--- config.mk ---
export PLATFORM = sky130hd
export DESIGN_NAME = wb_arbiter
export DESIGN_NICKNAME = d
export VERILOG_FILES = /design/src/rtl/wb_pkg.sv /design/src/rtl/rr_arbiter.sv /design/src/rtl/wb_arbiter.sv
export SDC_FILE = /design/constraint.sdc
export NUM_CORES = 1
export LEC_CHECK = 0
export CORE_UTILIZATION = 38
export DETAILED_ROUTE_END_ITERATION = 10
export PLACE_DENSITY = 0.85
export SLEW_MARGIN = 15
export SYNTH_ARGS = -nofsm -noshare
export SYNTH_HDL_FRONTEND = slang
export SYNTH_SLANG_ARGS = --single-unit
export TNS_END_PERCENT = 30
--- constraint.sdc ---
create_clock -name clk_i -period 1.5 [get_ports clk_i]
set_input_delay 0.3 -clock clk_i [delete_from_list [all_inputs] [get_ports clk_i]]
set_output_delay 0.3 -clock clk_i [all_outputs]
set_load 0.02 [all_outputs]
--- src/rtl/wb_pkg.sv ---
// Shared types and constants for the write-back arbiter.
package wb_pkg;

    localparam int unsigned REG_IDX_W    = 5;
    localparam int unsigned XLEN_DEFAULT = 32;

    // One write-back request as seen by the register file.
    typedef struct packed {
        logic [REG_IDX_W-1:0]    rd;
        logic [XLEN_DEFAULT-1:0] data;
    } wb_req_t;

    // Writes to x0 are accepted but never reach the register file.
    function automatic logic is_x0(input logic [REG_IDX_W-1:0] rd);
        return (rd == '0);
    endfunction

endpackage

--- src/rtl/rr_arbiter.sv ---
// Round-robin grant: search starts just after ptr_i, first valid requester wins.
module rr_arbiter #(
    parameter int unsigned NREQ  = 2,
    parameter int unsigned PTR_W = 1
) (
    input  logic [NREQ-1:0]  req_i,
    input  logic [PTR_W-1:0] ptr_i,
    output logic [NREQ-1:0]  grant_o
);

    logic             found;
    logic [PTR_W-1:0] idx;

    // Rotating priority search, one-hot or zero result.
    always_comb begin
        grant_o = '0;
        found   = 1'b0;
        idx     = '0;
        for (int i = 1; i <= int'(NREQ); i++) begin
            idx = PTR_W'((int'(ptr_i) + i) % int'(NREQ));
            if (!found && req_i[idx]) begin
                grant_o[idx] = 1'b1;
                found        = 1'b1;
            end
        end
    end

endmodule

--- src/rtl/wb_arbiter.sv ---
// Write-back arbiter: round-robin pick of NREQ requesters into one registered
// register-file write port. Define WB_ARB_BYPASS_EN to add the bypass-hit ports.
module wb_arbiter
    import wb_pkg::*;
#(
    parameter int unsigned XLEN = XLEN_DEFAULT,
    parameter int unsigned NREQ = 2
) (
    input  logic                      clk_i,
    input  logic                      rst_i,
`ifdef WB_ARB_BYPASS_EN
    input  logic [REG_IDX_W-1:0]      byp_rs1_i,
    input  logic [REG_IDX_W-1:0]      byp_rs2_i,
    output logic                      byp_hit1_o,
    output logic                      byp_hit2_o,
`endif
    input  logic [NREQ-1:0]           req_valid_i,
    input  logic [NREQ*REG_IDX_W-1:0] req_rd_i,
    input  logic [NREQ*XLEN-1:0]      req_data_i,
    output logic [NREQ-1:0]           req_ready_o,
    input  logic                      flush_i,
    output logic                      rf_wen_o,
    output logic [REG_IDX_W-1:0]      rf_waddr_o,
    output logic [XLEN-1:0]           rf_wdata_o
);

    localparam int unsigned PTR_W = $clog2(NREQ);

    logic [PTR_W-1:0]     ptr_q;
    logic [NREQ-1:0]      grant;
    logic [PTR_W-1:0]     gnt_idx;
    logic [REG_IDX_W-1:0] sel_rd;
    logic [XLEN-1:0]      sel_data;
    logic                 xfer;

    rr_arbiter #(
        .NREQ  (NREQ),
        .PTR_W (PTR_W)
    ) u_rr_arbiter (
        .req_i   (req_valid_i),
        .ptr_i   (ptr_q),
        .grant_o (grant)
    );

    // Ready is suppressed while reset is held even though the grant is combinational.
    assign req_ready_o = grant & {NREQ{rst_i}};
    assign xfer        = |grant;

    // Select the granted requester's index and payload.
    always_comb begin
        sel_rd   = '0;
        sel_data = '0;
        gnt_idx  = ptr_q;
        for (int i = 0; i < int'(NREQ); i++) begin
            if (grant[i]) begin
                sel_rd   = req_rd_i[i*REG_IDX_W +: REG_IDX_W];
                sel_data = req_data_i[i*XLEN +: XLEN];
                gnt_idx  = PTR_W'(i);
            end
        end
    end

    // Output register and priority pointer; a flushed transfer is consumed but leaves ptr alone.
    always_ff @(posedge clk_i or negedge rst_i) begin
        if (!rst_i) begin
            rf_wen_o   <= 1'b0;
            rf_waddr_o <= '0;
            rf_wdata_o <= '0;
            ptr_q      <= PTR_W'(NREQ - 1);
        end else begin
            rf_wen_o <= xfer && !flush_i && !is_x0(sel_rd);
            if (xfer) begin
                rf_waddr_o <= sel_rd;
                rf_wdata_o <= sel_data;
                if (!flush_i) begin
                    ptr_q <= gnt_idx;
                end
            end
        end
    end

`ifdef WB_ARB_BYPASS_EN
    // Combinational forwarding hits against the write currently on the port.
    assign byp_hit1_o = rf_wen_o && (rf_waddr_o == byp_rs1_i);
    assign byp_hit2_o = rf_wen_o && (rf_waddr_o == byp_rs2_i);
`endif

endmodule
==> results by stage, run 1 <==
Worst setup path:
- STA classifies the critical path endpoint as a primary output.
- The worst setup path is launched from a register.
- For the worst flop-to-flop path, the logic depth is 5.
- The critical path startpoint is ptr_q.
- The launching point of the worst reg2reg path is ptr_q.
- The critical-path maximum fanout is 3.
- Data on the critical path arrives at its endpoint at 1.24 ns.
- The critical path is of the reg -> out type.
- The data required time at the worst endpoint is 1.20 ns.

STA:
- The worst pin sits at a relative slew slack of roughly 65%.
- The number of pins exceeding their max-slew limit in the final report is 0.
- After layout, the worst path uses 103% of the clock period.
- Setup repair after global routing could not meet its margin everywhere.
- In the post-route analysis, the smallest setup slack over all paths is -0.0430 ns.
- The count of endpoints failing hold in the final timing report came to 0.
- The final clock skew is around 0.006 ns.
- The final critical path time including I/O delays and setup is 1.54 ns.
- Setup violations remaining at the end of the flow were counted as 4.
- The slew of the pin with the lowest slew margin is approximately 0.52 ns.
- The minimum hold slack is 0.106 ns.
- The maximum clock frequency is 648 MHz.

Detailed routing:
- The first detailed-routing pass ran for 4 iterations.
- Using the TritonRoute via totals, the vias-per-cell ratio works out to 5.23.
- The routed length on met1 is 2.61 mm.
- Summing over every cut layer, the via total after detailed routing is 1967.
- After detailed routing, the average wire length per cell comes to 15.5 um.
- The remaining antenna violation count after routing is 0.
- The met3 routed wirelength is between 300 and 400 um.
- The detailed router used layers up to and including met4.
- The DRC violation count after routing is 0.
- The total length of routed met2 wires is ~2.8 mm.
- Wires add up to 5.84 mm.
- The detailed router finished its first iteration with between 100 and 150 violations.

Cells and area:
- Of the cells placed in the final design, the portion with a size suffix greater than 1 is 22.5%.
- The final antenna diode count is 0.
- The count of cells in the finished layout, fillers not included, comes to 376.
- Measured on the finished design, the core utilization comes to 67.1%.
- The area added between synthesis and finish is 67.3%.
- For this run, the post-layout net count is 384.

Global routing:
- Summed over all layers, the global routing overflow is 0.
- The number of global-route vias before repair came to a little under 2000.
- The first global-routing pass estimated 8.95 mm of wire.
- Entering global routing, the biggest net connects 40 pins.
- Global routing used about a fifth of the available tracks across all layers.
- The initial antenna violation count came to 0.

Clock tree:
- The clock slew seen by the registers of the worst setup and hold paths is 0.08 ns.
- Post-CTS timing repair inserted 0 buffers for setup.
- In this run the number of H-tree levels came out at 2.
- The number of clock buffers inserted by TritonCTS is 5.
- The library cell used as clock root buffer is sky130_fd_sc_hd__clkbuf_8.
- The number of clock sinks is 39.
- The clock passes through at most 2 buffers.
- The number of hold-repair buffers added at the cts stage is 0.
- The clock tree from TritonCTS is built.
- At the later pin of the worst-skew pair, clock insertion delay measures 0.28 ns.

Yosys:
- After synthesis the netlist holds a flip-flop and latch count of 39.
- The commonest cells after synthesis are sky130_fd_sc_hd__nand2_1 (40), sky130_fd_sc_hd__dfrtp_1 (38), sky130_fd_sc_hd__mux2i_1 (34), sky130_fd_sc_hd__o221a_2 (34).
- The dominant cell type by area after synthesis is sky130_fd_sc_hd__dfrtp_1.
- The cell count after synthesis is 180.
- The number of nets in the synthesized netlist is 259.
- In the synthesized netlist the async set-or-reset flop fraction comes to 100%.
- The most numerous cell in the Yosys netlist is sky130_fd_sc_hd__nand2_1.
- Ranked by total cell area, the synthesized netlist is headed by sky130_fd_sc_hd__dfrtp_1 (46%), sky130_fd_sc_hd__o221a_2 (18%), sky130_fd_sc_hd__mux2i_1 (16%).
- The mapped netlist covers 2070 um2.
- The Yosys warning count is 0.
- The mean instance size in the synthesized netlist is roughly 12 um2.
- The post-synthesis cell type count is 21.
- Counting flops with a built-in enable in the synthesized netlist gives 0.
- The dominant synthesized flop cell is sky130_fd_sc_hd__dfrtp_1.
- The share of synthesized area occupied by flip-flops and latches is 47.1%.
- The top-area cell type share of the netlist area is 45.9%.

Run status:
- The run finished, with violations left.
- The final reports fail on negative setup slack.

Job:
- The number of max-cap violations is 0.

Worst hold path:
- The path class of the tightest hold or removal check is in -> async.

Die:
- After floorplanning, the core was sized to cover between 5000 and 6000 um2.
- The vertical die dimension is around 76 um.
- The die covers 5760 um2.
- In this run the horizontal extent of the chip is 75.9 um.
- The number of rows created at floorplan is 26.
- The starting density of the core is 40.1%.
- The I/O pin count is 119.

Place:
- The number of buffers inserted by port buffering is 118.
- The total half-perimeter wirelength after legalization and detailed placement is 4.19 mm.
- The final weighted congestion of routability-driven global placement is around 0.75.
- The worst setup slack after placement is -0.438 ns.
- The cell total after placement is 368.

Power:
- Summed over all cells, the static leakage comes to 1.56 nW.
- The power density over the cells is 976 nW/um2.
- The worst supply voltage drop on vdd is around 0.00057 V.
## metrics by stage
| step | area, um2 | setup TNS [ns] | total power, mW |
|---|---|---|---|
| 2_1_floorplan | 2070 | 0 | 1.92 |
| 3_3_place_gp | 3370 | -3.65 | 2.57 |
| 3_5_place_dp | 3370 | -4.11 | 2.59 |
| 4_1_cts | 3460 | -0.0723 | 3.41 |
| 5_1_grt | 3470 | -1.03 | 3.56 |
| 6_report | 3470 | -0.0827 | 3.38 |
## flip-flops by register name (all words and copies together) (netlist names)
register and flops:
rf_wen_o 1, ptr_q 1, rf_wdata_o 32, rf_waddr_o 5
## area by class of cell
cell class / instances / area, um2
inverters: 1 / 3.75
fillers: 437 / 1700
clock inverters: 2 / 35.0
multi-input cells: 124 / 995
well taps: 70 / 87.6
repair buffers: 134 / 1290
flip-flops and latches: 39 / 977
clock buffers: 6 / 82.6
## logic make-up (layout without fill, tap and decap cells)
group / Yosys count / count (layout) / synth area share (%)
AND/OR/NAND/NOR: 48 / 48 / 9.66
buffers and inverters: 17 / 143 / 5.37
flip-flops: 39 / 39 / 47.1
AO/OA/AOI/OAI: 42 / 42 / 21.4
multiplexers: 34 / 34 / 16.4
## report_power, final
group          internal (mW)  switching (mW)
clock                  0.539           0.373
combinational          0.624           0.560
sequential              1.21          0.0787
total                   2.37            1.01
## critical path: stages (launching register included)
cell                       delay (ns)
sky130_fd_sc_hd__dfstp_2         0.55
sky130_fd_sc_hd__nand2b_4        0.13
sky130_fd_sc_hd__and3_4          0.18
sky130_fd_sc_hd__buf_6           0.11
## cells in the final DEF, fill, tap and decap left out
| master | n |
|---|---|
| sky130_fd_sc_hd__clkdlybuf4s50_1 | 76 |
| sky130_fd_sc_hd__nand2_1 | 40 |
| sky130_fd_sc_hd__dlygate4sd2_1 | 38 |
| sky130_fd_sc_hd__dfrtp_1 | 38 |
| sky130_fd_sc_hd__mux2i_1 | 34 |
| sky130_fd_sc_hd__o221a_2 | 34 |
| sky130_fd_sc_hd__buf_4 | 12 |
| sky130_fd_sc_hd__clkbuf_8 | 6 |
| sky130_fd_sc_hd__a32oi_1 | 4 |
| sky130_fd_sc_hd__or2_2 | 3 |
| sky130_fd_sc_hd__buf_6 | 3 |
| sky130_fd_sc_hd__buf_12 | 3 |
| sky130_fd_sc_hd__o21ai_0 | 2 |
| sky130_fd_sc_hd__buf_2 | 2 |
| sky130_fd_sc_hd__nand2b_4 | 1 |
| sky130_fd_sc_hd__and3_4 | 1 |
| sky130_fd_sc_hd__a21boi_1 | 1 |
| sky130_fd_sc_hd__nor2_1 | 1 |
| sky130_fd_sc_hd__a41oi_1 | 1 |
| sky130_fd_sc_hd__and2_1 | 1 |
| sky130_fd_sc_hd__nand2_2 | 1 |
| sky130_fd_sc_hd__clkinv_1 | 1 |
| sky130_fd_sc_hd__bufinv_16 | 1 |
| sky130_fd_sc_hd__clkinv_2 | 1 |
| sky130_fd_sc_hd__dfstp_2 | 1 |
## per-layer routing
metal,global-route usage (%),vias up
li1,-,937
met1,27.0,943
met2,34.8,83
met3,3.84,4
met4,5.14,0
met5,0,-
## what timing repair did
action	4_1_cts	5_1_grt
hold endpoints to repair	0	0
pin swaps	0	1
setup endpoints to repair	78	38
gates resized for setup	54	2
## path summary, 6_finish.rpt
path                                  endpoint  slack (ns)
worst max-delay path            req_ready_o[0]       -0.04
worst min-delay path             rf_waddr_o[4]        0.11
worst max register to register  rf_wdata_o[17]       -0.01
worst min register to register   rf_waddr_o[4]        0.48
max in group asynchronous                ptr_q        1.03
min in group clk_i               rf_waddr_o[4]        0.48
(Power assumes the default switching activity.)
==> run 2: changes to the inputs <==
- ABC_AREA: unset -> 1
- CORE_MARGIN: unset -> 4
- CORE_UTILIZATION: 38 -> 36
- PLACE_DENSITY: 0.85 -> 0.84
==> run 2 against run 1 <==
Effect of this change:
- the run still ends with negative setup slack left
- area after synthesis is 10% lower
- clock power fell by 28%
- register-to-register slack improved by 0.05 ns
- fmax down 2.1%
- worst hold slack worse by 0.032 ns
- non-clock buffer count did not move
- sequential share of layout area increased by 1.8 points
- clock skew is essentially flat
- critical path type unchanged
- largest cell class unchanged
- largest power group unchanged
==> results by stage, run 2 <==
Detailed routing:
- The remaining antenna violation count after routing is 0.
- The iteration count of the initial detailed-routing pass is 4.
- In the final routed layout, each cell accounts on average for 15.6 um.
- The DRC violation count after routing is 0.
- The routed layout has approximately 2100 vias.
- For this block, the routed nets add up to about 6.5 mm of wire.
- The ratio of routed vias to standard cells is roughly 5.
- After the first detailed-routing iteration, the DRC count stood at 94.

Global routing:
- The initial antenna violation count was 0.
- The largest net degree at the start of global routing is 40.
- The number of global-route vias before repair is approximately 2100.
- The first global-routing pass estimated approximately 10 mm of wire.
- In the global route stage, overall resource usage came out at around 20%.
- The remaining global-route overflow is 0.

Run status:
- The checks that failed: negative setup slack.
- The run finished, with violations left.

Place:
- The post-place instance area is 3140 um2.
- The total half-perimeter wirelength after legalization and detailed placement is approximately 4.6 mm.
- During placement, the flow inserted port buffers numbering 118.
- The final weighted congestion of routability-driven global placement is between 0.7 and 0.8.
- The worst setup slack after placement is -0.469 ns.

Worst setup path:
- The setup check on the worst reg-to-reg path leaves a slack of 0.04 ns.
- The data required time at the worst endpoint is 1.20 ns.
- Of all nets on the critical path, the largest fanout is 2.
- The critical path is of the reg -> out type.
- STA classifies the critical path endpoint as a primary output.
- STA puts the critical path data arrival time at roughly 1.3 ns.
- The kind of start point of the critical path is a register.

Yosys:
- Synthesis inferred 39 register bits.
- The most used flip-flop cell after synthesis is sky130_fd_sc_hd__dfrtp_1.
- Among all cell types in the netlist, the one instantiated most often is sky130_fd_sc_hd__nand3_1.
- The number of enable flip-flop cells after synthesis is 0.
- The share of the Yosys chip area taken by registers is 52.3%.
- The number of nets handed over by synthesis was 309.
- In the post-synthesis netlist, the biggest area contributors are sky130_fd_sc_hd__dfrtp_1 (51%), sky130_fd_sc_hd__nand3_1 (30%), sky130_fd_sc_hd__nand2_1 (9.7%).
- Summed over its instances, the top area cell type makes up 50.9% of the synthesized netlist area.
- For this run, the number of Yosys warnings is 0.
- Yosys mapped the design onto 12 distinct sky130hd cell types.
- After synthesis the cells add up to ~1900 um2.
- The async set-reset flop share out of synthesis is between 90% and 100%.
- The mean instance size in the synthesized netlist is slightly above 8 um2.
- By count the netlist is led by sky130_fd_sc_hd__nand3_1 (111), sky130_fd_sc_hd__nand2_1 (48), sky130_fd_sc_hd__dfrtp_1 (38).
- Synthesis produced a netlist whose cell count is 230.
- Summed over all instances, the cell type with the most area after synthesis is sky130_fd_sc_hd__dfrtp_1.

Cells and area:
- The count of filler cells inserted in the layout is 426.
- Leaving out fill and tap cells, the most frequent cell in the layout is sky130_fd_sc_hd__nand3_1.
- Once layout is complete, the utilization of the core stands at between 60% and 70%.
- After the last flow step, the layout net total stands at 430.
- In the layout the commonest cells are sky130_fd_sc_hd__nand3_1 (109), sky130_fd_sc_hd__clkdlybuf4s50_1 (75), sky130_fd_sc_hd__nand2_1 (44).
- The number of flip-flops under the largest register name is 32.
- The largest registers in the layout are rf_wdata_o: 32 flops, rf_waddr_o: 5 flops.
- The share of layout cells above drive strength 1 is 10.5%.
- More flip-flops sit in one register than any other, and that register is rf_wdata_o.
- The repair_antennas step left the layout with diodes totalling 0.
- After routing the design area is 3260 um2.
- The area growth from synthesis to layout is 74.4%.

STA:
- The maximum clock frequency is 634 MHz.
- The smallest clock period supported by the final layout is computed as roughly 1.6 ns.
- For the pin with the worst max-slew slack, the measured transition is 0.476 ns.
- The worst path uses 105% of the clock period.
- The number of failing setup endpoints in the final timing report is 2.
- Setup repair after global routing could not meet its margin everywhere.
- The count of endpoints failing hold in the final timing report came to 0.
- Between clock sinks in the finished design, the worst skew comes to 0.00585 ns.
- The minimum setup slack in the final design is -0.0768 ns.
- The worst slew margin relative to its limit is around two thirds.
- The number of pins exceeding their max-slew limit in the final report came to 0.

Job:
- Max-cap violations in this run came to 0.

Power:
- Across the VDD grid, the largest voltage drop is 0.000428 V.
- The cell-internal power is 1.95 mW.
- Registers are responsible for 43.7% of the overall power.
- The clock group share of total power is 23.2%.
- The static leakage is 1.56 nW.
- The switching portion of total power is 31.6%.
- In this run the power density over the cells is about 900 nW/um2.
- The analysis attributes to net switching a power of 0.901 mW.
- The combinational cell fraction of total power is 33.1%.

Clock tree:
- The clock tree from TritonCTS is built.
- Counting along the longest clock path gives a buffer depth of 2.
- Counting the buffers created by CTS gives 5.
- Clock-pin slew was measured on the worst setup and hold paths at 0.07 ns.
- In this run the clock root is driven by a sky130_fd_sc_hd__clkbuf_8.
- In this run, post-CTS hold repair placed 0 buffers.
- The clock network latency to the later pin of the worst-skew pair is 0.28 ns.
- CTS saw 39 sinks.
- The maximum level of the CTS H-tree is 2.

Worst hold path:
- In this run the worst hold path is classified as in -> async.

Die:
- The starting density of the core is around two fifths.
- The total area inside the core boundary comes to slightly below 5000 um2.
- The die extent in x is approximately 80 um.
- The die area is approximately 6400 um2.
- In this run the core area contains 25 standard-cell rows.
- Measured along the y axis, the die boundary spans 80.0 um.
- Pin placement for this block handled 119 I/O pins.
[run 2: cells by family (layout without fill, tap and decap cells)]
| logic type | Yosys count | after routing | share of synthesized area (%) |
|---|---|---|---|
| AO/OA/AOI/OAI | 2 | 2 | 0.536 |
| flip-flops | 39 | 39 | 52.3 |
| AND/OR/NAND/NOR | 165 | 165 | 40.6 |
| buffers and inverters | 24 | 146 | 6.50 |
[run 2: routing by layer]
metal	up-vias	GRT usage (%)	wire length (um)
met1	1004	24.2	2570
met4	0	5.57	72
met5	-	0	0
li1	1027	-	-
met2	110	33.1	3150
met3	6	8.58	756
[run 2: area by class of cell]
type	count	area, um2	share of cell area [%]
repair buffers	134	1290	39.5
flip-flops and latches	39	977	30.0
multi-input cells	167	811	24.9
well taps	67	83.8	2.57
clock buffers	7	76.3	2.34
inverters	4	15.0	0.461
clock inverters	1	5.00	0.154
[run 2: final timing paths]
kind	to	start	depth (start not counted)
worst min register to register	rf_waddr_o[1]	rf_waddr_o[1]	2
worst min-delay path	rf_wdata_o[22]	rst_i	2
worst max register to register	rf_wen_o	ptr_q	9
max in group asynchronous	ptr_q	rst_i	2
worst max-delay path	req_ready_o[1]	ptr_q	5
min in group clk_i	rf_waddr_o[1]	rf_waddr_o[1]	2
[run 2: power by group through the flow]
stage	Combinational [mW]	Sequential (mW)	Clock [mW]
final	0.945	1.25	0.661
after global routing	1.02	1.26	0.733
after CTS	0.928	1.24	0.690
after detailed placement	1.00	1.27	0
after global placement	0.983	1.26	0
after floorplan	0.264	1.42	0
[run 2: timing repair]
| action | CTS | global route |
|---|---|---|
| endpoints found under the setup margin | 56 | 41 |
| buffers inserted | 1 | 0 |
| pin swaps | 0 | 2 |
| resized for setup | 55 | 17 |
[run 2: metrics by stage]
step	hold slack (ns)	TNS [ns]	power, mW	instances
final	0.0747	-0.153	2.85	419
after CTS	0.0949	-0.165	2.86	419
after global placement	0.393	-11.08	2.25	410
after global routing	0.120	-0.281	3.01	419
after floorplan	0.00441	0	1.68	230
after detailed placement	0.408	-12.58	2.27	410
[run 2: worst max-delay path, cell delays in order (launching register included)]
cell                      delay, ns
sky130_fd_sc_hd__dfstp_2       0.55
sky130_fd_sc_hd__buf_6         0.11
sky130_fd_sc_hd__nand2_4       0.07
sky130_fd_sc_hd__nand2_4       0.08
sky130_fd_sc_hd__nor2_2        0.05
sky130_fd_sc_hd__buf_6         0.13
